==> src/rtl/operand_stack_if.sv <==
// operand_stack_if: op request and stack status bundle between a CPU core and its operand stack.
interface operand_stack_if #(
    parameter int WIDTH = 64,
    parameter int DEPTH = 16
);
    logic                         op_valid;
    logic [3:0]                   op;
    logic                         is64;
    logic [WIDTH-1:0]             push_data;
    logic [WIDTH-1:0]             result;
    logic                         result_empty;
    logic                         full;
    logic [$clog2(DEPTH+1)-1:0]   count;
    logic [3:0]                   trap;
    modport master (output op_valid, op, is64, push_data,
                    input  result, result_empty, full, count, trap);
    modport slave  (input  op_valid, op, is64, push_data,
                    output result, result_empty, full, count, trap);
endinterface

==> src/rtl/operand_stack.sv <==
// operand_stack: WebAssembly value stack with in-place i32/i64 comparisons and sticky traps.
module operand_stack #(
    parameter int WIDTH = 64,
    parameter int DEPTH = 16
) (
    input  logic           clk,
    input  logic           reset,
    operand_stack_if.slave s
);
    localparam int CW = $clog2(DEPTH + 1);
    localparam int AW = $clog2(DEPTH);
    // Top lives in top_q; entries below it sit in mem[0 .. count-2].
    logic [WIDTH-1:0] mem [DEPTH];
    logic [WIDTH-1:0] top_q, top_d, a, b, a_u, b_u, a_s, b_s, pdata;
    logic [CW-1:0]    count_q, count_d;
    logic [3:0]       trap_q, trap_d, fault;
    logic [AW-1:0]    i1, i2;
    logic [15:0]      res_v;
    logic             w64, lt_s, lt_u, gt_s, gt_u, eq, zb, binary, pop1, go, ok, mem_we;
    always_comb begin
        w64    = (WIDTH == 64) && s.is64;
        i1     = AW'(count_q) - AW'(1);
        i2     = AW'(count_q) - AW'(2);
        a      = mem[i2];
        b      = top_q;
        a_u    = w64 ? a : WIDTH'(a[31:0]);
        b_u    = w64 ? b : WIDTH'(b[31:0]);
        a_s    = w64 ? a : WIDTH'($signed(a[31:0]));
        b_s    = w64 ? b : WIDTH'($signed(b[31:0]));
        pdata  = w64 ? s.push_data : WIDTH'(s.push_data[31:0]);
        lt_s   = $signed(a_s) < $signed(b_s);
        gt_s   = $signed(b_s) < $signed(a_s);
        lt_u   = a_u < b_u;
        gt_u   = b_u < a_u;
        eq     = a_u == b_u;
        zb     = b_u == '0;
        res_v  = {2'b00, !lt_u, !lt_s, !gt_u, !gt_s, gt_u, gt_s, lt_u, lt_s, !eq, eq, zb, 3'b000};
        binary = s.op >= 4'd4 && s.op <= 4'd13;
        pop1   = s.op == 4'd2 || s.op == 4'd3;
        fault  = s.op >= 4'd14                                            ? 4'd3 :
                 (s.op == 4'd1 && count_q == CW'(DEPTH))                  ? 4'd2 :
                 ((pop1 && count_q == '0) || (binary && count_q < CW'(2))) ? 4'd1 : 4'd0;
        go     = s.op_valid && trap_q == '0;
        ok     = go && fault == '0;
        trap_d = go ? fault : trap_q;
        mem_we = ok && s.op == 4'd1 && count_q != '0;
        top_d  = !ok                 ? top_q :
                 s.op == 4'd1        ? pdata :
                 s.op == 4'd2        ? (count_q == CW'(1) ? '0 : a) :
                 (binary || pop1)    ? WIDTH'(res_v[s.op]) : top_q;
        count_d = !ok                      ? count_q :
                  s.op == 4'd1             ? count_q + CW'(1) :
                  (s.op == 4'd2 || binary) ? count_q - CW'(1) : count_q;
    end
    always_ff @(posedge clk or negedge reset) begin
        if (!reset) begin
            top_q   <= '0;
            count_q <= '0;
            trap_q  <= '0;
        end else begin
            top_q   <= top_d;
            count_q <= count_d;
            trap_q  <= trap_d;
        end
    end
    always_ff @(posedge clk) begin
        if (mem_we) mem[i1] <= top_q;
    end
    assign s.result       = top_q;
    assign s.count        = count_q;
    assign s.trap         = trap_q;
    assign s.result_empty = count_q == '0;
    assign s.full         = count_q == CW'(DEPTH);
endmodule

==> src/flat_wrapper.sv <==
// flat-port wrapper written by rule: the top's interface ports become plain ports
module operand_stack_flat 
#(
    parameter int WIDTH = 64,
    parameter int DEPTH = 16
)
  (clk, reset, s_op_valid, s_op, s_is64, s_push_data, s_result, s_result_empty, s_full, s_count, s_trap);
  operand_stack_if #(.WIDTH(WIDTH), .DEPTH(DEPTH)) s_i ();
  input  logic clk;
  input  logic reset;
  input wire logic [$bits(s_i.op_valid)-1:0] s_op_valid;
  input wire logic [$bits(s_i.op)-1:0] s_op;
  input wire logic [$bits(s_i.is64)-1:0] s_is64;
  input wire logic [$bits(s_i.push_data)-1:0] s_push_data;
  output wire logic [$bits(s_i.result)-1:0] s_result;
  output wire logic [$bits(s_i.result_empty)-1:0] s_result_empty;
  output wire logic [$bits(s_i.full)-1:0] s_full;
  output wire logic [$bits(s_i.count)-1:0] s_count;
  output wire logic [$bits(s_i.trap)-1:0] s_trap;
  assign s_i.op_valid = s_op_valid;
  assign s_i.op = s_op;
  assign s_i.is64 = s_is64;
  assign s_i.push_data = s_push_data;
  assign s_result = s_i.result;
  assign s_result_empty = s_i.result_empty;
  assign s_full = s_i.full;
  assign s_count = s_i.count;
  assign s_trap = s_i.trap;
  operand_stack #(.WIDTH(WIDTH), .DEPTH(DEPTH)) u_core (.clk(clk), .reset(reset), .s(s_i));
endmodule
==> config.mk <==
export PLATFORM = sky130hd
export DESIGN_NAME = operand_stack_flat
export DESIGN_NICKNAME = d
export VERILOG_FILES = /design/src/rtl/operand_stack_if.sv /design/src/rtl/operand_stack.sv /design/src/flat_wrapper.sv
export SDC_FILE = /design/constraint.sdc
export NUM_CORES = 1
export LEC_CHECK = 0
export CELL_PAD_IN_SITES_DETAIL_PLACEMENT = 0
export CELL_PAD_IN_SITES_GLOBAL_PLACEMENT = 2
export CORE_ASPECT_RATIO = 2
export CORE_MARGIN = 4
export CORE_UTILIZATION = 54
export CTS_BUF_LIST = sky130_fd_sc_hd__clkbuf_4
export CTS_CLUSTER_DIAMETER = 100
export DETAILED_ROUTE_END_ITERATION = 16
export PLACE_DENSITY_LB_ADDON = 0.1
export SYNTH_ARGS = -nofsm -noshare
export SYNTH_HDL_FRONTEND = slang
export SYNTH_SLANG_ARGS = --single-unit
==> constraint.sdc <==
create_clock -name clk -period 13.32 [get_ports clk]
set_input_delay 1.332 -clock clk [delete_from_list [all_inputs] [get_ports clk]]
set_output_delay 1.332 -clock clk [all_outputs]
set_load 0.02 [all_outputs]
After elaboration in Yosys (flattened, before gate mapping)
Memories as Yosys holds them, arrays and structs flattened.
Index checks and enable logic that the tools add are counted.
{ "classes": {"addsub": 4, "n_lt_le_gt_ge": 9, "n_reduce_logical": 26, "eq_ne": 6, "n_mux": 18} }
{ "ops": {"columns": ["operator", "n"], "rows": [
  ["two-way mux 64 bit", 9],
  ["< comparator 64 bit", 4],
  ["equality test 64 bit", 1],
  ["zero test 64 bit", 1],
  ["two-way mux 5 bit", 2],
  ["equality test 4 x 2 -> 1 bit, second input constant", 2],
  ["logical AND 1 bit", 8],
  ["zero test 4 bit", 2],
  ["two-way mux 4 bit", 2],
  ["adder 5 x 1 -> 5 bit, second input constant", 1],
  ["equality test 5 x 1 -> 1 bit, second input constant", 1],
  ["equality test 5 bit, second input constant", 1],
  ["zero test 1 bit", 5],
  ["zero test 5 bit", 1],
  ["< comparator 4 x 5 -> 1 bit, second input constant", 1],
  ["< comparator 5 x 2 -> 1 bit, second input constant", 1],
  ["nonzero test 5 bit", 1],
  ["subtractor 5 x 1 -> 5 bit, second input constant", 1],
  ["binary-select mux 1 bit (select 4 bit)", 1],
  ["equality test 4 x 1 -> 1 bit, second input constant", 1],
  ["greater-or-equal comparator 4 x 3 -> 1 bit, second input constant", 1],
  ["greater-or-equal comparator 4 bit, second input constant", 1],
  ["less-or-equal comparator 4 bit, second input constant", 1],
  ["logical OR 1 bit", 4],
  ["6 further kinds", 10]
]} }
{ "totals": {"word_cells": 67, "register_bits": 73, "n_memories": 1, "output_inout_bits": 75, "ramBits": 1024, "input_bits": 72} }
{ "memory_table": {"columns": ["name", "depth", "word_bits", "read_ports", "rd_clocked_by_memory_dff", "wr", "line_no", "rtl"], "rows": [
  ["u_core.mem", 16, 64, 1, 0, 1, "operand_stack.sv:13", "logic [WIDTH-1:0] mem [DEPTH];"]
]} }

Logic depth before layout (Yosys ltp)
Gate-level depths: netlist of run 1.
{ "logic_depth": {"ltp_word": 13, "depth_mapped": 21, "depth_no_buf": 15} }

Worst setup path before layout of run 1
Ideal clock, no wire load.
{ "synth_path": {"path_type": "register to register", "start": "register u_core.count_q[1], in the netlist u_core.s.count[1]", "end": "memory u_core.mem[12][0], enable pin", "stages_incl_launch_ff": 13, "t_arrival_ps": 5530, "slack_ps": 7304, "path_buffers": 4, "setup_ps": 486, "path_cell_list": "dfrtp_1 > buf_2 > buf_2 > buf_2 > clkbuf_1 > inv_1 > ha_1 > nor4bb_1 > a21boi_1 > nand4_1 > nor3_1 > nand2_1 > nor2_1"} }
{ "synth_via": {"word_cells_on_any_way": 18} }
{ "synth_rtl": {"columns": ["element", "line_no", "rtl"], "rows": [
  ["from (decl)", "operand_stack.sv:15", "logic [CW-1:0] count_q, count_d;"],
  ["from (signal assigned)", "operand_stack.sv:62", "count_q <= count_d;"],
  ["equality test 5 bit", null, null],
  ["net s_full", "flat_wrapper.sv:17", "output wire logic [$bits(s_i.full)-1:0] s_full;"],
  ["logical AND 1 bit", "operand_stack.sv:41", "(s.op == 4'd1 && count_q == CW'(DEPTH)) ? 4'd2 :"],
  ["two-way mux 4 bit", "operand_stack.sv:41", null],
  ["two-way mux 4 bit", "operand_stack.sv:40", "fault = s.op >= 4'd14 ? 4'd3 :"],
  ["zero test 4 bit", "operand_stack.sv:44", "ok = go && fault == '0;"],
  ["logical AND 1 bit", "operand_stack.sv:44", null],
  ["logical AND 1 bit (2 in series)", "operand_stack.sv:46", "mem_we = ok && s.op == 4'd1 && count_q != '0;"],
  ["two-way mux 1 bit", "operand_stack.sv:67", "if (mem_we) mem[i1] <= top_q;"],
  ["two-way mux 1 bit (not written as such)", "operand_stack.sv:67", null],
  ["to (decl)", "operand_stack.sv:13", null]
]} }
The timed path passes the listed nets, and every way through them passes these cells.

Final worst setup path of run 1
{ "layout_path": {"start": "register u_core.count_q[1], in the netlist u_core.s.count[1]", "end": "register u_core.top_q[0], in the netlist u_core.s.result[0]"} }
{ "layout_via": {"elab_chain_cells": 10, "word_cells_on_any_way": 34} }
{ "layout_rtl": {"columns": ["element", "line_no", "rtl"], "rows": [
  ["subtractor 4 x 2 -> 4 bit", "operand_stack.sv:23", "i2 = AW'(count_q) - AW'(2);"],
  ["memory read (16 x 64 bit)", null, null],
  ["two-way mux 64 bit, on equally long branches", "operand_stack.sv:28, operand_stack.sv:26", null],
  ["< comparator 64 bit (tied with other cells)", "operand_stack.sv:32", "gt_s = $signed(b_s) < $signed(a_s);"],
  ["zero test 1 bit", "operand_stack.sv:37", "res_v = {2'b00, !lt_u, !lt_s, !gt_u, !gt_s, gt_u, gt_s, lt_u, lt_s, !eq, eq, zb, 3'b000};"],
  ["binary-select mux 1 bit (select 4 bit)", "operand_stack.sv:50", "(binary || pop1) ? WIDTH'(res_v[s.op]) : top_q;"],
  ["two-way mux 1 bit (not written as such)", "operand_stack.sv:50", null],
  ["two-way mux 64 bit", "operand_stack.sv:50", null],
  ["two-way mux 64 bit", "operand_stack.sv:49", "s.op == 4'd2 ? (count_q == CW'(1) ? '0 : a) :"],
  ["two-way mux 64 bit", "operand_stack.sv:48", "s.op == 4'd1 ? pdata :"],
  ["to (signal assigned)", "operand_stack.sv:61", "top_q <= top_d;"],
  ["to (decl)", "operand_stack.sv:14", "logic [WIDTH-1:0] top_q, top_d, a, b, a_u, b_u, a_s, b_s, pdata;"]
]} }
Several ways; a longest one is shown, not always the timed one. The select of a mux whose other input is x is not followed.
A chain may end at the register's enable or synchronous reset.

==> results of run 1 <==
-- cell usage in the layout (no fill, tap or decap), types with 9 or more instances in the layout --
master / synthesis / layout
buf_4: 13 / 66
nand2_1: 92 / 92
edfxtp_1: 1024 / 1024
o21ai_0: 20 / 20
nor2_4: 0 / 16
clkinv_2: 0 / 14
nand2b_1: 33 / 33
a21oi_1: 142 / 142
ha_1: 105 / 104
nand4_1: 20 / 20
inv_1: 44 / 44
mux4_2: 320 / 320
clkdlybuf4s50_1: 0 / 142
dfrtp_1: 71 / 69
and2_1: 29 / 29
nand3_1: 9 / 9
nor2_1: 101 / 84
clkinv_1: 1 / 68
nor4_1: 16 / 16
clkbuf_4: 0 / 332
a22oi_1: 65 / 65
-- power groups by stage --
| stage | Sequential (W) | Combinational, W | Clock [W] |
|---|---|---|---|
| after global placement | 0.00497 | 0.00456 | 0 |
| final | 0.00492 | 0.00455 | 0.00253 |
| after global routing | 0.00497 | 0.00492 | 0.00279 |
| after floorplan | 0.00490 | 0.00298 | 0 |
| after detailed placement | 0.00500 | 0.00460 | 0 |
| after CTS | 0.00492 | 0.00462 | 0.00260 |
-- through the flow --
| stage | hold WS [ns] | worst slack, ns | instances | area [um2] | util |
|---|---|---|---|---|---|
| 2_1_floorplan | 0.602 | 7.30 | 2303 | 45300 | - |
| 3_3_place_gp | 0.467 | 6.43 | 3453 | 48100 | 0.578 |
| 3_5_place_dp | 0.493 | 6.33 | 3453 | 48100 | 0.578 |
| 4_1_cts | 0.0980 | 6.26 | 3881 | 51200 | 0.614 |
| 5_1_grt | 0.182 | 5.83 | 3882 | 51200 | 0.614 |
| 6_report | 0.240 | 6.45 | 3884 | 51200 | 0.614 |
-- final timing paths --
path | start | endpoint | slack, ns | cells past startpoint
min in group clk | u_core.s.trap[0] | u_core.s.trap[0] | 0.51 | 1
worst max-delay path | u_core.s.count[1] | u_core.s.result[0] | 6.45 | 14
worst max register to register | u_core.s.count[1] | u_core.s.result[0] | 6.45 | 14
max in group asynchronous | reset | u_core.s.count[1] | 11.85 | 2
worst min-delay path | reset | u_core.s.result[54] | 0.24 | 1
worst min register to register | u_core.s.trap[0] | u_core.s.trap[0] | 0.51 | 1
-- cell families after synthesis --
kind of cell / synth area share
compound gates: 0.0383
xor+xnor: 0.00210
fa+ha+maj: 0.0290
buf+inv: 0.0166
flops: 0.719
mux: 0.159
other cells: 0.0000828
simple gates: 0.0360
-- sequential cells by signal (all words and copies together), names as in the netlist --
name and flops:
u_core.s.count 5, u_core.s.result 64, u_core.mem 1024, u_core.s.trap 2
-- metal layers --
layer | routed length (um) | up-vias | part of all wire | GRT usage
li1 | - | 10300 | - | -
met1 | 44600 | 13000 | 0.37 | 0.359
met2 | 63700 | 1151 | 0.53 | 0.477
met3 | 8730 | 219 | 0.072 | 0.0505
met4 | 3690 | 4 | 0.031 | 0.0944
met5 | 34 | - | 0.00028 | 0
-- worst max-delay path, cell delays in order, from the launching register on --
cell and delay, ns:
dfrtp_4 0.42, buf_12 0.59, buf_4 0.82, buf_4 0.82
mux4_2 0.43, mux4_2 0.53, ha_1 0.34, nand4_1 0.17
nor4_2 0.75, nand3_1 0.40, nor4_1 0.46, xnor2_1 0.19
a221oi_2 0.27, o221a_2 0.24, o211ai_2 0.08
-- area by class of cell --
class                      instances  area (um2)  share of cell area
tap                             1064        1330              0.0260
inverter                          45         169             0.00330
clock inverter                    96         557              0.0109
sequential                      1095       32500               0.635
antenna                            3        7.51            0.000147
clock buffer                     332        2490              0.0487
multi-input combinational       1040       12200               0.238
timing repair buffer             209        1940              0.0378
==> results.toml, run 1 <==
[clock_network]
hold_buffers = 0
cts_max_level = 4
clk_pin_slew_ns = 0.07
clock-root-buffer = "clkbuf_4"
clock_latency_ns = 1.08
numCtsBuffers = 228
clkSinkCount = 1095
cts_resized = 0
cts_tree = "built"
cts.path.max_buffers = 3
postCtsSetupRepairBufs = 0

[timing]
hold_viol_final = 0
clock_skew_ns = 0.0488
fmax_mhz = 146
tns_ns = 0
worst_slew_pin_slew_ns = 1.11
rsz0062_at_grt = "no"
slew_headroom = 0.257
finalCritPeriodShare = 0.516
final_max_slew_viol_count = 0
min_period_ns = 6.87
setup_violations = 0

[floorplanning]
die_w_um = 213
boundaryPins = 147
core_area_mm2 = 0.0833
start_util = 0.543
die_y_um = 417
rows = 150
dieArea_mm2 = 0.0888

[finish]
area_delta_synth_final_pct = 13.1
drive_above_1_share = 0.280
fillerInstances = 6154
num-nets-final = 2796

[global_routing]
antenna_found_initial = 6
first_global_vias = 25700
grt_max_degree = 150
grt_pass1_wl_um = 176000
grt.total_usage = 0.277
overflow = 0

[detailed_routing]
dr_total_vias = 24700
via_per_inst = 6.35
drtPass1Iterations = 5
ant_nets = 0
drcViolationCount = 0
wl_per_cell_um = 31.1
drt_wl_total_um = 121000
drtIter0Drc = 2307

[synthesis]
yosys-top-cells-area = "edfxtp_1 (68%), mux4_2 (16%), dfrtp_1 (3.9%)"
synth-edff-count = 1024
synth_area_mm2 = 0.0453
synth-seq-cells = 1095
syn_area_per_cell_um2 = 19.7
yosys_warnings = 0
ys.flop_type = "edfxtp_1"
ys_types = 72
synthArstFlopShare = 0.0648
synthTopCellsByCount = "edfxtp_1 (1024), mux4_2 (320), a21oi_1 (142)"
yosysSeqAreaShare = 0.719
yosys.area.top_type = "edfxtp_1"
netlist_instances = 2302
yosysMostFrequentCell = "edfxtp_1"
synth_top_area_share = 0.679

[placed_design]
dp_hpwl_um = 66700
port_buffers = 144
gp_congestion = 0.838

[pwr]
pwr-share-seq = 0.410
p_per_area_mw_per_mm2 = 234
leakagePower_nw = 16.9
power.total_w = 0.0120
switching_share = 0.362
p_int_w = 0.00765
p_comb_frac = 0.380
p_clk_frac = 0.211
ir_drop_v = 0.000220
switchingPower_w = 0.00435

[critical_path]
path_class = "reg2reg"
required_ns = 14.24
worstSetupStartpointType = "flop"
crit_fanout = 149
cp.arrival_ns = 7.79
critPathCaptureType = "flop"

[status]
status = "finished, final reports clean"

[worst_hold_path]
hp-class = "in2async"

[flow_run]
drv_cap = 0
No activity file was read; power rests on OpenSTA's default activity.
==> inputs of run 2 (changes only) <==
Settings changed: CORE_UTILIZATION 54 to 50.
Clock period 13.32 ns to 6.65 ns, I/O delays scaled along.
==> results.toml, run 2 (same netlist as run 1, synthesis figures left out) <==
[detailed_routing]
via_per_inst = 6.12
drtIter0Drc = 1964
wl_per_cell_um = 30.6
drtPass1Iterations = 5
drcViolationCount = 0
dr_total_vias = 24400
drt_wl_total_um = 122000
ant_nets = 0

[critical_path]
cp_common_cell = "ha_1"
crit_fanout = 27
critPathCaptureType = "flop"
worstSetupStartpointType = "flop"
required_ns = 7.72
crit_chain = "inv_1 -> ha_1 -> xor2_4 -> buf_4 -> mux4_2 -> ha_1 -> nand4_1 -> nor4_1 -> nand3_1 -> and4_1 -> or4b_1 -> a311o_1 -> o211ai_2"
regToRegSetupSlack_ns = 0.76
path_class = "reg2reg"
cp.arrival_ns = 6.96
ff2ff_path_depth = 13
worst_path_dominant_cell_family = "simple AND/OR/NAND/NOR gates"
slowest_stage = "nor4_1"
cp_slowest_stage_delay_ns = 1.04
reg2reg_to = "u_core.s.result[0]"
reg2reg_from = "u_core.s.count[2]"
crit_buf_inv = 2

[finish]
multi_input_area_mm2 = 0.0122
regArea_mm2 = 0.0325
final_cell_mix = "edfxtp_1 (1024), clkbuf_4 (355), mux4_2 (320), a21oi_1 (142), clkdlybuf4s50_1 (142)"
num-nets-final = 2801
drive_above_1_share = 0.286
regMostFlops = "u_core.mem"
fillerInstances = 6977
area_delta_synth_final_pct = 13.7
layout_commonest_cell = "edfxtp_1"
largest_reg_flops = 1024

[pwr]
pwr-share-seq = 0.413
p_int_w = 0.0153
leakagePower_nw = 17.0
switchingPower_w = 0.00861
p_per_area_mw_per_mm2 = 465
ir_drop_v = 0.000442
p_comb_frac = 0.380
switching_share = 0.360
p_clk_frac = 0.208

[timing]
rsz0062_at_grt = "no"
finalCritPeriodShare = 0.886
hold_viol_final = 0
layout_setup_ws_ns = 0.756
setup_violations = 0
tns_ns = 0
worst_slew_pin_slew_ns = 1.22
holdWs_ns = 0.199
slew_headroom = 0.179
clock_skew_ns = 0.0467
final_max_slew_viol_count = 0
min_period_ns = 5.89
fmax_mhz = 170

[floorplanning]
core_area_mm2 = 0.0896
die_w_um = 221
start_util = 0.505
boundaryPins = 147
rows = 155
dieArea_mm2 = 0.0957
die_y_um = 434

[clock_network]
clk_pin_slew_ns = 0.10
cts_tree = "built"
cts_max_level = 4
clock_latency_ns = 1.13
clkSinkCount = 1095
numCtsBuffers = 229
clock-root-buffer = "clkbuf_4"
cts.path.max_buffers = 3

[worst_hold_path]
hp-class = "in2reg"
hold_depth = 3
whs_endpoint = "u_core.s.trap[1]"
holdCritStartpoint = "s_op_valid"

[placed_design]
port_buffers = 144
dp_hpwl_um = 67000
place_ws_ns = 0.896
gp_congestion = 0.845

[global_routing]
grt_max_degree = 107
grt.total_usage = 0.261
antenna_found_initial = 5
first_global_vias = 25900
overflow = 0
grt_pass1_wl_um = 177000

[flow_run]
drv_cap = 0

[status]
status = "finished, final reports clean"
run 2: cell types whose count changed in the layout (fill, tap and decap cells not counted), sizes merged:
| cell | delta |
|---|---|
| clkinvlp | -2 |
| dlygate4sd3 | +2 |
| clkbuf | +23 |
| bufinv | -5 |
| inv | -1 |
| buf | +2 |
| clkinv | -28 |
| diode | +2 |
run 2: how the worst max path moves through the flow:
stage / startpoint / endpoint / slack, ns / depth (start not counted)
after floorplan: u_core.s.count[1] / u_core.mem[12][0] / 0.63 / 12
after global placement: u_core.s.count[2] / u_core.s.result[0] / 0.96 / 13
after detailed placement: u_core.s.count[2] / u_core.s.result[0] / 0.90 / 13
after CTS: u_core.s.count[2] / u_core.s.result[0] / 0.89 / 13
after global routing: u_core.s.count[2] / u_core.s.result[0] / 0.66 / 13
final: u_core.s.count[2] / u_core.s.result[0] / 0.76 / 13
run 2: worst min-delay path: cells and delay by family:
family                 cells  cell delay [ns]
AND/OR/NAND/NOR            1             0.10
buffers and inverters      1             0.42
AO/OA/AOI/OAI              1             0.08
run 2: layout make-up:
| class | count | share of cell area |
|---|---|---|
| repair buffers | 213 | 0.0417 |
| diodes | 5 | 0.000243 |
| inverters | 45 | 0.00328 |
| flip-flops and latches | 1095 | 0.632 |
| multi-input cells | 1040 | 0.237 |
| well taps | 1177 | 0.0286 |
| clock buffers | 355 | 0.0518 |
| clock inverters | 60 | 0.00545 |
run 2: metrics by stage:
step	area (um2)	std cells	util	total power (W)
final	51400	3990	0.574	0.0239
after global routing	51400	3986	0.574	0.0253
after CTS	51400	3985	0.574	0.0242
after detailed placement	48500	3567	0.541	0.0192
after global placement	48500	3567	0.541	0.0190
after floorplan	45300	2303	-	0.0158
run 2: power by group through the flow:
stage | clock, W | sequential (W) | combinational (W)
after global routing | 0.00549 | 0.0100 | 0.00986
after detailed placement | 0 | 0.0100 | 0.00917
after global placement | 0 | 0.00996 | 0.00906
after CTS | 0.00513 | 0.00989 | 0.00922
final | 0.00496 | 0.00987 | 0.00908
after floorplan | 0 | 0.00981 | 0.00596
run 2: what timing repair did:
item | 4_1_cts | 5_1_grt
hold buffers | 3 | 0
gates resized for setup | 0 | 0
endpoints found under the setup margin | 0 | 0
setup buffers | 0 | 0
endpoints found under the hold margin | 28 | 0
run 2: metal layers:
| metal | up-vias | global-route usage | share of wire |
|---|---|---|---|
| li1 | 10300 | - | - |
| met1 | 13000 | 0.338 | 0.39 |
| met2 | 935 | 0.449 | 0.53 |
| met3 | 171 | 0.0554 | 0.063 |
| met4 | 4 | 0.0713 | 0.022 |
| met5 | - | 0 | 0.00022 |
==> inputs of run 3 (changes only) <==
Settings changed: CTS_CLUSTER_DIAMETER 100 to 200.
==> results of run 3 <==
Final layout, timing and power as in run 2 (identical DEF).
